[src/rtl/char_packer_pkg.sv]
// Shared types for the character packer: widened characters, packet views and FSM states.
package char_packer_pkg;

    typedef logic [31:0]     character;
    typedef logic [7:0][7:0] packet_input;
    typedef logic [511:0]    packet_output;
    typedef character [15:0] packet_output_aux;

    typedef enum logic [1:0] {
        EMPTY = 2'd0,
        HALF  = 2'd1,
        FULL  = 2'd2
    } packer_state_t;

    localparam int unsigned CHARS_PER_INPUT = 8;

    function automatic character widen_byte(input logic [7:0] b);
        return {24'h00_0000, b};
    endfunction

endpackage

[src/rtl/char_packer.sv]
// Packs pairs of 8-byte input packets into one 16-character output packet.
// Optional message flush (pad + out_last) when CHAR_PACKER_FLUSH_EN is defined.
module char_packer
    import char_packer_pkg::*;
#(
    parameter character PAD_CHAR = 32'h0000_0000
) (
    input  logic         clk,
    input  logic         rst,
    input  packet_input  in_data,
    input  logic         in_valid,
    input  logic         in_last,
    output logic         in_ready,
    output packet_output out_data,
    output logic         out_valid,
    output logic         out_last,
    input  logic         out_ready
);

    packer_state_t    state_r;
    packer_state_t    base_s;
    packet_output_aux data_r;
    logic             out_valid_r;
    logic             in_fire_s;
    logic             out_fire_s;
    character [CHARS_PER_INPUT-1:0] wide_s;

    // Widen each input byte; byte i lands in half-slot i so byte 7 stays first.
    always_comb begin
        wide_s = '0;
        for (int i = 0; i < CHARS_PER_INPUT; i++) begin
            wide_s[i] = widen_byte(in_data[i]);
        end
    end

    assign in_ready   = (state_r != FULL) || out_ready;
    assign in_fire_s  = in_valid && in_ready;
    assign out_fire_s = out_valid_r && out_ready;

    // A FULL packet leaving this cycle frees the register for an incoming packet.
    always_comb begin
        if (out_fire_s) begin
            base_s = EMPTY;
        end else begin
            base_s = state_r;
        end
    end

`ifdef CHAR_PACKER_FLUSH_EN
    logic last_r;

    // Packing FSM with data and last-flag registers; flush pads the lower half.
    always_ff @(posedge clk or posedge rst) begin
        if (rst) begin
            state_r     <= EMPTY;
            data_r      <= '0;
            out_valid_r <= 1'b0;
            last_r      <= 1'b0;
        end else begin
            if (out_fire_s) begin
                state_r     <= EMPTY;
                out_valid_r <= 1'b0;
                last_r      <= 1'b0;
            end
            if (in_fire_s) begin
                case (base_s)
                    EMPTY: begin
                        data_r[15:8] <= wide_s;
                        if (in_last) begin
                            data_r[7:0] <= {CHARS_PER_INPUT{PAD_CHAR}};
                            state_r     <= FULL;
                            out_valid_r <= 1'b1;
                            last_r      <= 1'b1;
                        end else begin
                            state_r <= HALF;
                        end
                    end
                    HALF: begin
                        data_r[7:0] <= wide_s;
                        state_r     <= FULL;
                        out_valid_r <= 1'b1;
                        last_r      <= in_last;
                    end
                    default: state_r <= state_r;
                endcase
            end
        end
    end

    assign out_last = last_r;
`else
    logic unused_s;
    assign unused_s = in_last ^ (^PAD_CHAR);

    // Packing FSM with the data register; packets always pair strictly.
    always_ff @(posedge clk or posedge rst) begin
        if (rst) begin
            state_r     <= EMPTY;
            data_r      <= '0;
            out_valid_r <= 1'b0;
        end else begin
            if (out_fire_s) begin
                state_r     <= EMPTY;
                out_valid_r <= 1'b0;
            end
            if (in_fire_s) begin
                case (base_s)
                    EMPTY: begin
                        data_r[15:8] <= wide_s;
                        state_r      <= HALF;
                    end
                    HALF: begin
                        data_r[7:0] <= wide_s;
                        state_r     <= FULL;
                        out_valid_r <= 1'b1;
                    end
                    default: state_r <= state_r;
                endcase
            end
        end
    end

    assign out_last = 1'b0;
`endif

    assign out_valid = out_valid_r;
    assign out_data  = packet_output'(data_r);

endmodule

[config.mk]
export PLATFORM = sky130hd
export DESIGN_NAME = char_packer
export DESIGN_NICKNAME = d
export VERILOG_FILES = /design/src/rtl/char_packer_pkg.sv /design/src/rtl/char_packer.sv
export SDC_FILE = /design/constraint.sdc
export NUM_CORES = 1
export LEC_CHECK = 0
export CORE_AREA = 2 2 230 232
export DETAILED_ROUTE_END_ITERATION = 6
export DIE_AREA = 0 0 232 234
export DONT_BUFFER_PORTS = 1
export HOLD_SLACK_MARGIN = 0.05
export PLACE_DENSITY = 0.34
export REMOVE_ABC_BUFFERS = 1
export SETUP_SLACK_MARGIN = 0.15
export SLEW_MARGIN = 0
export SYNTH_ARGS = -nofsm -noshare
export SYNTH_HDL_FRONTEND = slang
export SYNTH_SLANG_ARGS = --single-unit
[constraint.sdc]
create_clock -name clk -period 8.95 [get_ports clk]
set_clock_uncertainty 0.05 [all_clocks]
set_input_delay 1.79 -clock clk [delete_from_list [all_inputs] [get_ports clk]]
set_output_delay 1.79 -clock clk [all_outputs]
set_load 0.01 [all_outputs]
==> load_flow_metrics.sql, run 1 <==
INSERT INTO impl_metrics (metric_group, metric, value, unit) VALUES
('run_status', 'outcome', 'completed', ''),
('place', 'place_hpwl', '11.5', 'mm'),
('clock_network', 'ctsHtreeMaxLevel', '4', ''),
('sta', 'post-route-period-util', '46.0', '%'),
('clock_network', 'number_of_buffers_inserted_to_repair_setup_after_cts', '0', ''),
('yosys', 'synth_edf_count', '0', ''),
('global_routing', 'grt_pass1_vias', '2804', ''),
('route', 'post_drt_via_cell_ratio', '2.46', ''),
('yosys', 'ys.flop_type', 'dfrtp_1', ''),
('yosys', 'synth_cell_type_count', '16', ''),
('sta', 'post_layout_minimum_cycle_time', '4.12', 'ns'),
('route', 'totalWireLength', '15.8', 'mm'),
('floorplan', 'placement_rows', '84', ''),
('layout', 'finalNetCount', '749', ''),
('global_routing', 'first_pass_grt_wire_length', '20.7', 'mm'),
('clock_network', 'clk_transition_reported_paths', '0.06', 'ns'),
('floorplan', 'floorplan_core_area', '52000', 'sq um'),
('clock_network', 'tritoncts', 'done', ''),
('worst_setup_path', 'cp_slowest_cell', 'or3b_2', ''),
('route', 'drt_drc_violations_left', '0', ''),
('sta', 'timing.final.max_slew_violations', '0', ''),
('yosys', 'post-synth-top-area-cell', 'dfrtp_1', ''),
('yosys', 'yosysWarnings', '0', ''),
('global_routing', 'leftover_overflow_at_the_end_of_global_routing', '0', ''),
('clock_network', 'cts_hold_repair.buffers', '0', ''),
('floorplan', 'ports_placed_on_the_boundary', '584', ''),
('yosys', 'synthMostInstantiatedCell', 'buf_4', ''),
('yosys', 'synth-async-reset-ratio', '100', '%'),
('worst_setup_path', 'critPathLaunchType', 'input pin', ''),
('sta', 'setup_repair_after_global_routing_missed_its_margin', 'no', ''),
('worst_setup_path', 'cp_num_buf_inv', '0', ''),
('layout', 'final_instance_count_without_filler_cells', '1379', ''),
('sta', 'timing.final.setup_violations', '0', ''),
('sta', 'relSlewSlack', '44.4', '%'),
('global_routing', 'grt_usage', '5.57', '%'),
('worst_hold_path', 'holdCritPathClass', 'register to register', ''),
('clock_network', 'clock_latency', '0.45', 'ns'),
('yosys', 'synth_area_per_cell', '11.8', 'sq um'),
('global_routing', 'antenna_found_initial', '0', ''),
('yosys', 'synth_commonest_cells', '387 x buf_4, 131 x dfrtp_1, 49 x mux2_1', ''),
('place', 'number_of_instances_in_the_placed_design', '1349', ''),
('power', 'cell_pwr_density', '329', 'nW/um^2'),
('floorplan', 'die_area', '54300', 'sq um'),
('global_routing', 'grt_start_max_net_pins', '70', ''),
('clock_network', 'ctsLongestPathBuffers', '2', ''),
('worst_setup_path', 'crit_arrival', '2.28', 'ns'),
('sta', 'worst_pin_slew', '0.834', 'ns'),
('sta', 'max_freq', '243', 'MHz'),
('worst_setup_path', 'critPathRequiredTime', '7.11', 'ns'),
('route', 'postRouteAntennaNets', '0', ''),
('yosys', 'syn_inst', '672', ''),
('clock_network', 'clock_sinks', '131', ''),
('power', 'vdd_ir_drop_max', '0.181', 'mV'),
('route', 'dr.pass1.iters', '4', ''),
('yosys', 'yosysTopAreaCellShare', '41.2', '%'),
('worst_setup_path', 'critical-path-max-stage-delay', '0.48', 'ns'),
('sta', 'tns', '0', 'ns'),
('worst_setup_path', 'endpoint_kind', 'primary output', ''),
('layout', 'post_route_cells_drive_above_1_share', '16.8', '%'),
('clock_network', 'clock_tree.root_cell', 'clkbuf_16', ''),
('yosys', 'synth_seq_cells', '131', ''),
('sta', 'hold_viol', '0', ''),
('power', 'p_total', '2.59', 'mW'),
('clock_network', 'cts-resized-gates', '0', ''),
('worst_setup_path', 'critical-path-top-delay-family', 'simple AND/OR/NAND/NOR gates', ''),
('floorplan', 'starting_density', '15.3', '%'),
('layout', 'area_growth', '-1.34', '%'),
('power', 'cellLeakagePower', '3.86', 'nW'),
('worst_setup_path', 'timing.setup.critical_path_class', 'input pin to primary output', ''),
('route', 'post_drt_wl_per_cell', '11.5', 'um'),
('yosys', 'synthTopCellsByArea', 'dfrtp_1 41%, buf_4 37%, mux2_4 7.2%', ''),
('yosys', 'synth-seq-area-share', '41.2', '%'),
('yosys', 'syn-cell-area', '7960', 'sq um'),
('floorplan', 'fp.dieW', '232', 'um'),
('floorplan', 'die_h', '234', 'um'),
('worst_setup_path', 'path_cells', 'or3b_2', ''),
('place', 'gpl.final_weighted_congestion', '0.644', ''),
('layout', 'antenna_diode_instance_count', '0', ''),
('route', 'drt_iter0_markers', '71', ''),
('clock_network', 'numCtsBuffers', '17', ''),
('place', 'numPortBuffers', '0', ''),
('route', 'vias', '3389', ''),
('worst_setup_path', 'path_max_fanout', '4', ''),
('flow_run', 'drv.max_cap_violation_count', '0', '');
## final timing paths
check	from	depth (start not counted)	slack (ns)	endpoint
setup reg to reg	out_valid$_DFF_PP0_	4	6.73	out_data[455]$_DFFE_PP0P_
setup / recovery	out_ready	1	4.83	in_ready
max in group asynchronous	rst	2	6.20	out_data[481]$_DFFE_PP0P_
hold / removal	state_r[1]$_DFFE_PP0P_	2	0.49	state_r[1]$_DFFE_PP0P_
min in group asynchronous	rst	1	1.26	out_data[419]$_DFFE_PP0P_
hold reg to reg	state_r[1]$_DFFE_PP0P_	2	0.49	state_r[1]$_DFFE_PP0P_
## registers in the layout, summed over array words and instances (netlist names)
signal	count
out_data	128
out_valid	1
state_r	2
## metrics by stage
step | utilization [%] | setup WS (ns) | hold WS (ns) | cell area (sq um)
2_1_floorplan | - | 3.35 | 0.436 | 6380
3_3_place_gp | 14.0 | 4.83 | 0.468 | 7280
3_5_place_dp | 14.0 | 4.83 | 0.478 | 7280
4_1_cts | 15.1 | 4.83 | 0.485 | 7850
5_1_grt | 15.1 | 4.82 | 0.520 | 7850
6_report | 15.1 | 4.83 | 0.486 | 7850
## final cells by class
type | count | area [sq um]
Clock buffer | 18 | 439
Inverter | 2 | 12.5
Multi-Input combinational cell | 524 | 3100
Clock inverter | 12 | 131
Timing Repair Buffer | 4 | 30.0
Fill cell | 5793 | 44200
Sequential cell | 131 | 3280
Tap cell | 688 | 861
## report_power, final
part           total [mW]  switching, mW  internal [mW]
Clock               0.700          0.287          0.414
Sequential           1.30          0.400          0.900
Combinational       0.586          0.259          0.327
## worst reg2reg max path, cell delays in order, from the launching register on
cell and delay, ns:
dfrtp_1 0.45, o2bb2ai_1 0.20, nand2_4 0.42, buf_4 0.58
mux2_2 0.42
## cells by family after synthesis
family          after synthesis  synth area share [%]
buf+inv                     401                  38.1
flops                       131                  41.2
mux                         128                  19.9
simple gates                  8                 0.535
compound gates                3                 0.267
other cells                   1                0.0471
## cell usage in the layout (no fill, tap or decap)
| cell | Yosys | final |
|---|---|---|
| conb_1 | 1 | 385 |
| o21ai_0 | 1 | 1 |
| clkinvlp_4 | 0 | 4 |
| nand2b_1 | 1 | 1 |
| mux2_1 | 49 | 49 |
| inv_6 | 0 | 4 |
| nand4b_1 | 1 | 1 |
| or3b_2 | 1 | 1 |
| o211ai_1 | 1 | 1 |
| bufinv_16 | 0 | 2 |
| clkbuf_8 | 0 | 1 |
| mux2_2 | 41 | 41 |
| o2bb2ai_1 | 1 | 1 |
| nand2_4 | 0 | 1 |
| buf_4 | 387 | 4 |
| dfrtp_1 | 131 | 131 |
| nand2_1 | 5 | 4 |
| inv_1 | 2 | 1 |
| clkinv_2 | 0 | 3 |
| mux2_4 | 38 | 38 |
| clkbuf_16 | 0 | 17 |
## per-layer routing
| layer | track usage, % | wire [um] |
|---|---|---|
| met4 | 3.06 | 331 |
| met3 | 4.02 | 2090 |
| met1 | 5.18 | 5030 |
| met5 | 0 | 0 |
| met2 | 9.01 | 8380 |
Note: power is estimated with default switching activity, not from simulation.
==> run 2, diff against run 1 <==
--- a/config.mk
+++ b/config.mk
@@ -5,12 +5,12 @@
 export SDC_FILE = /design/constraint.sdc
 export NUM_CORES = 1
 export LEC_CHECK = 0
-export CORE_AREA = 2 2 230 232
+export CORE_AREA = 2 2 228 230
 export DETAILED_ROUTE_END_ITERATION = 6
-export DIE_AREA = 0 0 232 234
+export DIE_AREA = 0 0 230 232
 export DONT_BUFFER_PORTS = 1
 export HOLD_SLACK_MARGIN = 0.05
-export PLACE_DENSITY = 0.34
+export PLACE_DENSITY = 0.35
 export REMOVE_ABC_BUFFERS = 1
 export SETUP_SLACK_MARGIN = 0.15
 export SLEW_MARGIN = 0
==> constraint.sdc (replaced) <==
create_clock -name clk -period 3.6 [get_ports clk]
set_clock_uncertainty 0.05 [all_clocks]
set_input_delay 0.72 -clock clk [delete_from_list [all_inputs] [get_ports clk]]
set_output_delay 0.72 -clock clk [all_outputs]
set_load 0.01 [all_outputs]
==> run 2 against run 1 <==
Register-to-register slack got worse by 5.1 ns. Largest cell class unchanged. Sequential power increased by 150%. Clock-buffer cell count grew 2. Setup slack lost 3.4 ns.
==> load_flow_metrics.sql, run 2 (synthesized netlist as in run 1, its figures left out) <==
INSERT INTO impl_metrics (metric_group, metric, value, unit) VALUES
('run_status', 'outcome', 'completed', ''),
('sta', 'setup_repair_after_global_routing_missed_its_margin', 'no', ''),
('layout', 'multi_input_gate_area', '3100', 'sq um'),
('power', 'vdd_ir_drop_max', '0.478', 'mV'),
('worst_setup_path', 'critical-path-top-delay-family', 'simple AND/OR/NAND/NOR gates', ''),
('place', 'numPortBuffers', '0', ''),
('worst_setup_path', 'cp_num_buf_inv', '0', ''),
('clock_network', 'number_of_buffers_inserted_to_repair_setup_after_cts', '0', ''),
('layout', 'ff_latch_area', '3280', 'sq um'),
('clock_network', 'clock_sinks', '131', ''),
('worst_setup_path', 'endpoint_kind', 'primary output', ''),
('route', 'totalWireLength', '15.5', 'mm'),
('power', 'cell_pwr_density', '822', 'nW/um^2'),
('route', 'vias', '3403', ''),
('clock_network', 'clk_transition_reported_paths', '0.06', 'ns'),
('power', 'p_total', '6.49', 'mW'),
('place', 'gpl.final_weighted_congestion', '0.643', ''),
('sta', 'hold-worst-slack', '0.165', 'ns'),
('worst_setup_path', 'worst_r2r_path_depth', '4', ''),
('floorplan', 'ports_placed_on_the_boundary', '584', ''),
('route', 'dr.pass1.iters', '4', ''),
('place', 'place_hpwl', '11.2', 'mm'),
('clock_network', 'cts_hold_repair.buffers', '0', ''),
('layout', 'largest_register_ffs', '128', ''),
('global_routing', 'first_pass_grt_wire_length', '20.6', 'mm'),
('sta', 'post-route-period-util', '60.0', '%'),
('layout', 'final_util', '15.5', '%'),
('sta', 'timing.final.max_slew_violations', '0', ''),
('layout', 'mostFrequentLayoutCells', '385 x conb_1, 131 x dfrtp_1, 49 x mux2_1, 41 x mux2_2, 38 x mux2_4', ''),
('floorplan', 'die_h', '232', 'um'),
('clock_network', 'cts-resized-gates', '0', ''),
('sta', 'tns', '0', 'ns'),
('floorplan', 'placement_rows', '83', ''),
('worst_setup_path', 'critical_path.reg2reg.startpoint', 'out_valid$_DFF_PP0_', ''),
('clock_network', 'ctsLongestPathBuffers', '2', ''),
('clock_network', 'ctsHtreeMaxLevel', '4', ''),
('floorplan', 'die_area', '53400', 'sq um'),
('floorplan', 'starting_density', '15.6', '%'),
('worst_setup_path', 'crit_arrival', '1.39', 'ns'),
('sta', 'max_freq', '463', 'MHz'),
('sta', 'relSlewSlack', '53.5', '%'),
('worst_setup_path', 'path_cells', 'or3b_2', ''),
('worst_setup_path', 'rr_endpoint', 'out_data[416]$_DFFE_PP0P_', ''),
('global_routing', 'antenna_found_initial', '0', ''),
('route', 'post_drt_via_cell_ratio', '2.48', ''),
('flow_run', 'drv.max_cap_violation_count', '0', ''),
('route', 'drt_drc_violations_left', '0', ''),
('worst_setup_path', 'critPathCapture', 'in_ready', ''),
('layout', 'finalNetCount', '750', ''),
('floorplan', 'fp.dieW', '230', 'um'),
('worst_setup_path', 'timing.setup.critical_path_class', 'register to primary output', ''),
('worst_setup_path', 'critPathLaunchType', 'register', ''),
('worst_setup_path', 'cp_slowest_cell', 'or3b_2', ''),
('worst_setup_path', 'critPathRequiredTime', '2.83', 'ns'),
('power', 'cellLeakagePower', '3.89', 'nW'),
('floorplan', 'floorplan_core_area', '50900', 'sq um'),
('layout', 'area_growth', '-0.770', '%'),
('route', 'drt_iter0_markers', '54', ''),
('global_routing', 'grt_start_max_net_pins', '69', ''),
('clock_network', 'clock_tree.root_cell', 'clkbuf_16', ''),
('global_routing', 'grt_usage', '5.62', '%'),
('sta', 'timing.final.setup_violations', '0', ''),
('route', 'post_drt_wl_per_cell', '11.3', 'um'),
('layout', 'fillCellCount', '5682', ''),
('clock_network', 'clock_latency', '0.46', 'ns'),
('sta', 'hold_viol', '0', ''),
('clock_network', 'numCtsBuffers', '17', ''),
('layout', 'final_common_cell', 'conb_1', ''),
('layout', 'antenna_diode_instance_count', '0', ''),
('clock_network', 'tritoncts', 'done', ''),
('worst_setup_path', 'worstSetupStartpoint', 'state_r[0]$_DFFE_PP0P_', ''),
('route', 'postRouteAntennaNets', '0', ''),
('layout', 'post_route_cells_drive_above_1_share', '16.9', '%'),
('sta', 'worst_pin_slew', '0.697', 'ns'),
('worst_setup_path', 'path_max_fanout', '4', ''),
('worst_setup_path', 'timing.critical_path.depth', '1', ''),
('worst_setup_path', 'critical-path-max-stage-delay', '0.52', 'ns'),
('worst_setup_path', 'reg2reg_slack', '1.65', 'ns'),
('global_routing', 'grt_pass1_vias', '2856', ''),
('global_routing', 'leftover_overflow_at_the_end_of_global_routing', '0', ''),
('sta', 'post_layout_minimum_cycle_time', '2.16', 'ns'),
('worst_hold_path', 'holdCritPathClass', 'input pin to asynchronous set/reset pin', '');
## run 2: cell types whose count changed in the layout (fill, tap and decap cells not counted), moves of 2 or more
| cell | before | now |
|---|---|---|
| buf_12 | 0 | 2 |
| clkbuf_1 | 0 | 2 |
| clkinv_2 | 3 | 0 |
| clkinv_4 | 0 | 4 |
| clkinvlp_4 | 4 | 1 |
| inv_6 | 4 | 6 |
## run 2: layout make-up
class                           count  area share, %
Clock buffer                       20           5.66
Clock inverter                     12           1.85
Inverter                            2          0.158
Multi-Input combinational cell    524           39.3
Sequential cell                   131           41.5
Tap cell                          680           10.8
Timing Repair Buffer                5          0.792
## run 2: per-stage QoR
stage	cells	instance area [sq um]	setup WS (ns)
after CTS	1374	7900	1.36
after global placement	1342	7300	1.38
after detailed placement	1342	7300	1.35
final	1374	7900	1.44
after floorplan	657	6380	-0.930
after global routing	1374	7900	1.37
## run 2: worst min-delay path by stage
stage | depth (start not counted) | to
3_5_place_dp | 2 | state_r[1]$_DFFE_PP0P_
5_1_grt | 1 | out_data[483]$_DFFE_PP0P_
6_report | 1 | out_data[133]$_DFFE_PP0P_
4_1_cts | 1 | out_data[483]$_DFFE_PP0P_
3_3_place_gp | 2 | state_r[1]$_DFFE_PP0P_
2_1_floorplan | 2 | state_r[1]$_DFFE_PP0P_
## run 2: where the power goes
| part | switching, mW | internal, mW | leakage (nW) | total (mW) |
|---|---|---|---|---|
| clock network | 0.750 | 1.05 | 0.287 | 1.80 |
| logic | 0.645 | 0.825 | 2.06 | 1.47 |
| registers | 0.980 | 2.24 | 1.55 | 3.22 |
## run 2: routing by layer
layer | vias to the layer above | share of wire [%] | global-route usage (%) | wire length [um]
met1 | 1689 | 32 | 5.41 | 5030
met2 | 272 | 51 | 8.66 | 7890
met4 | 0 | 2.8 | 3.93 | 438
met3 | 18 | 14 | 3.78 | 2130
li1 | 1424 | - | - | -
met5 | - | 0 | 0 | 0
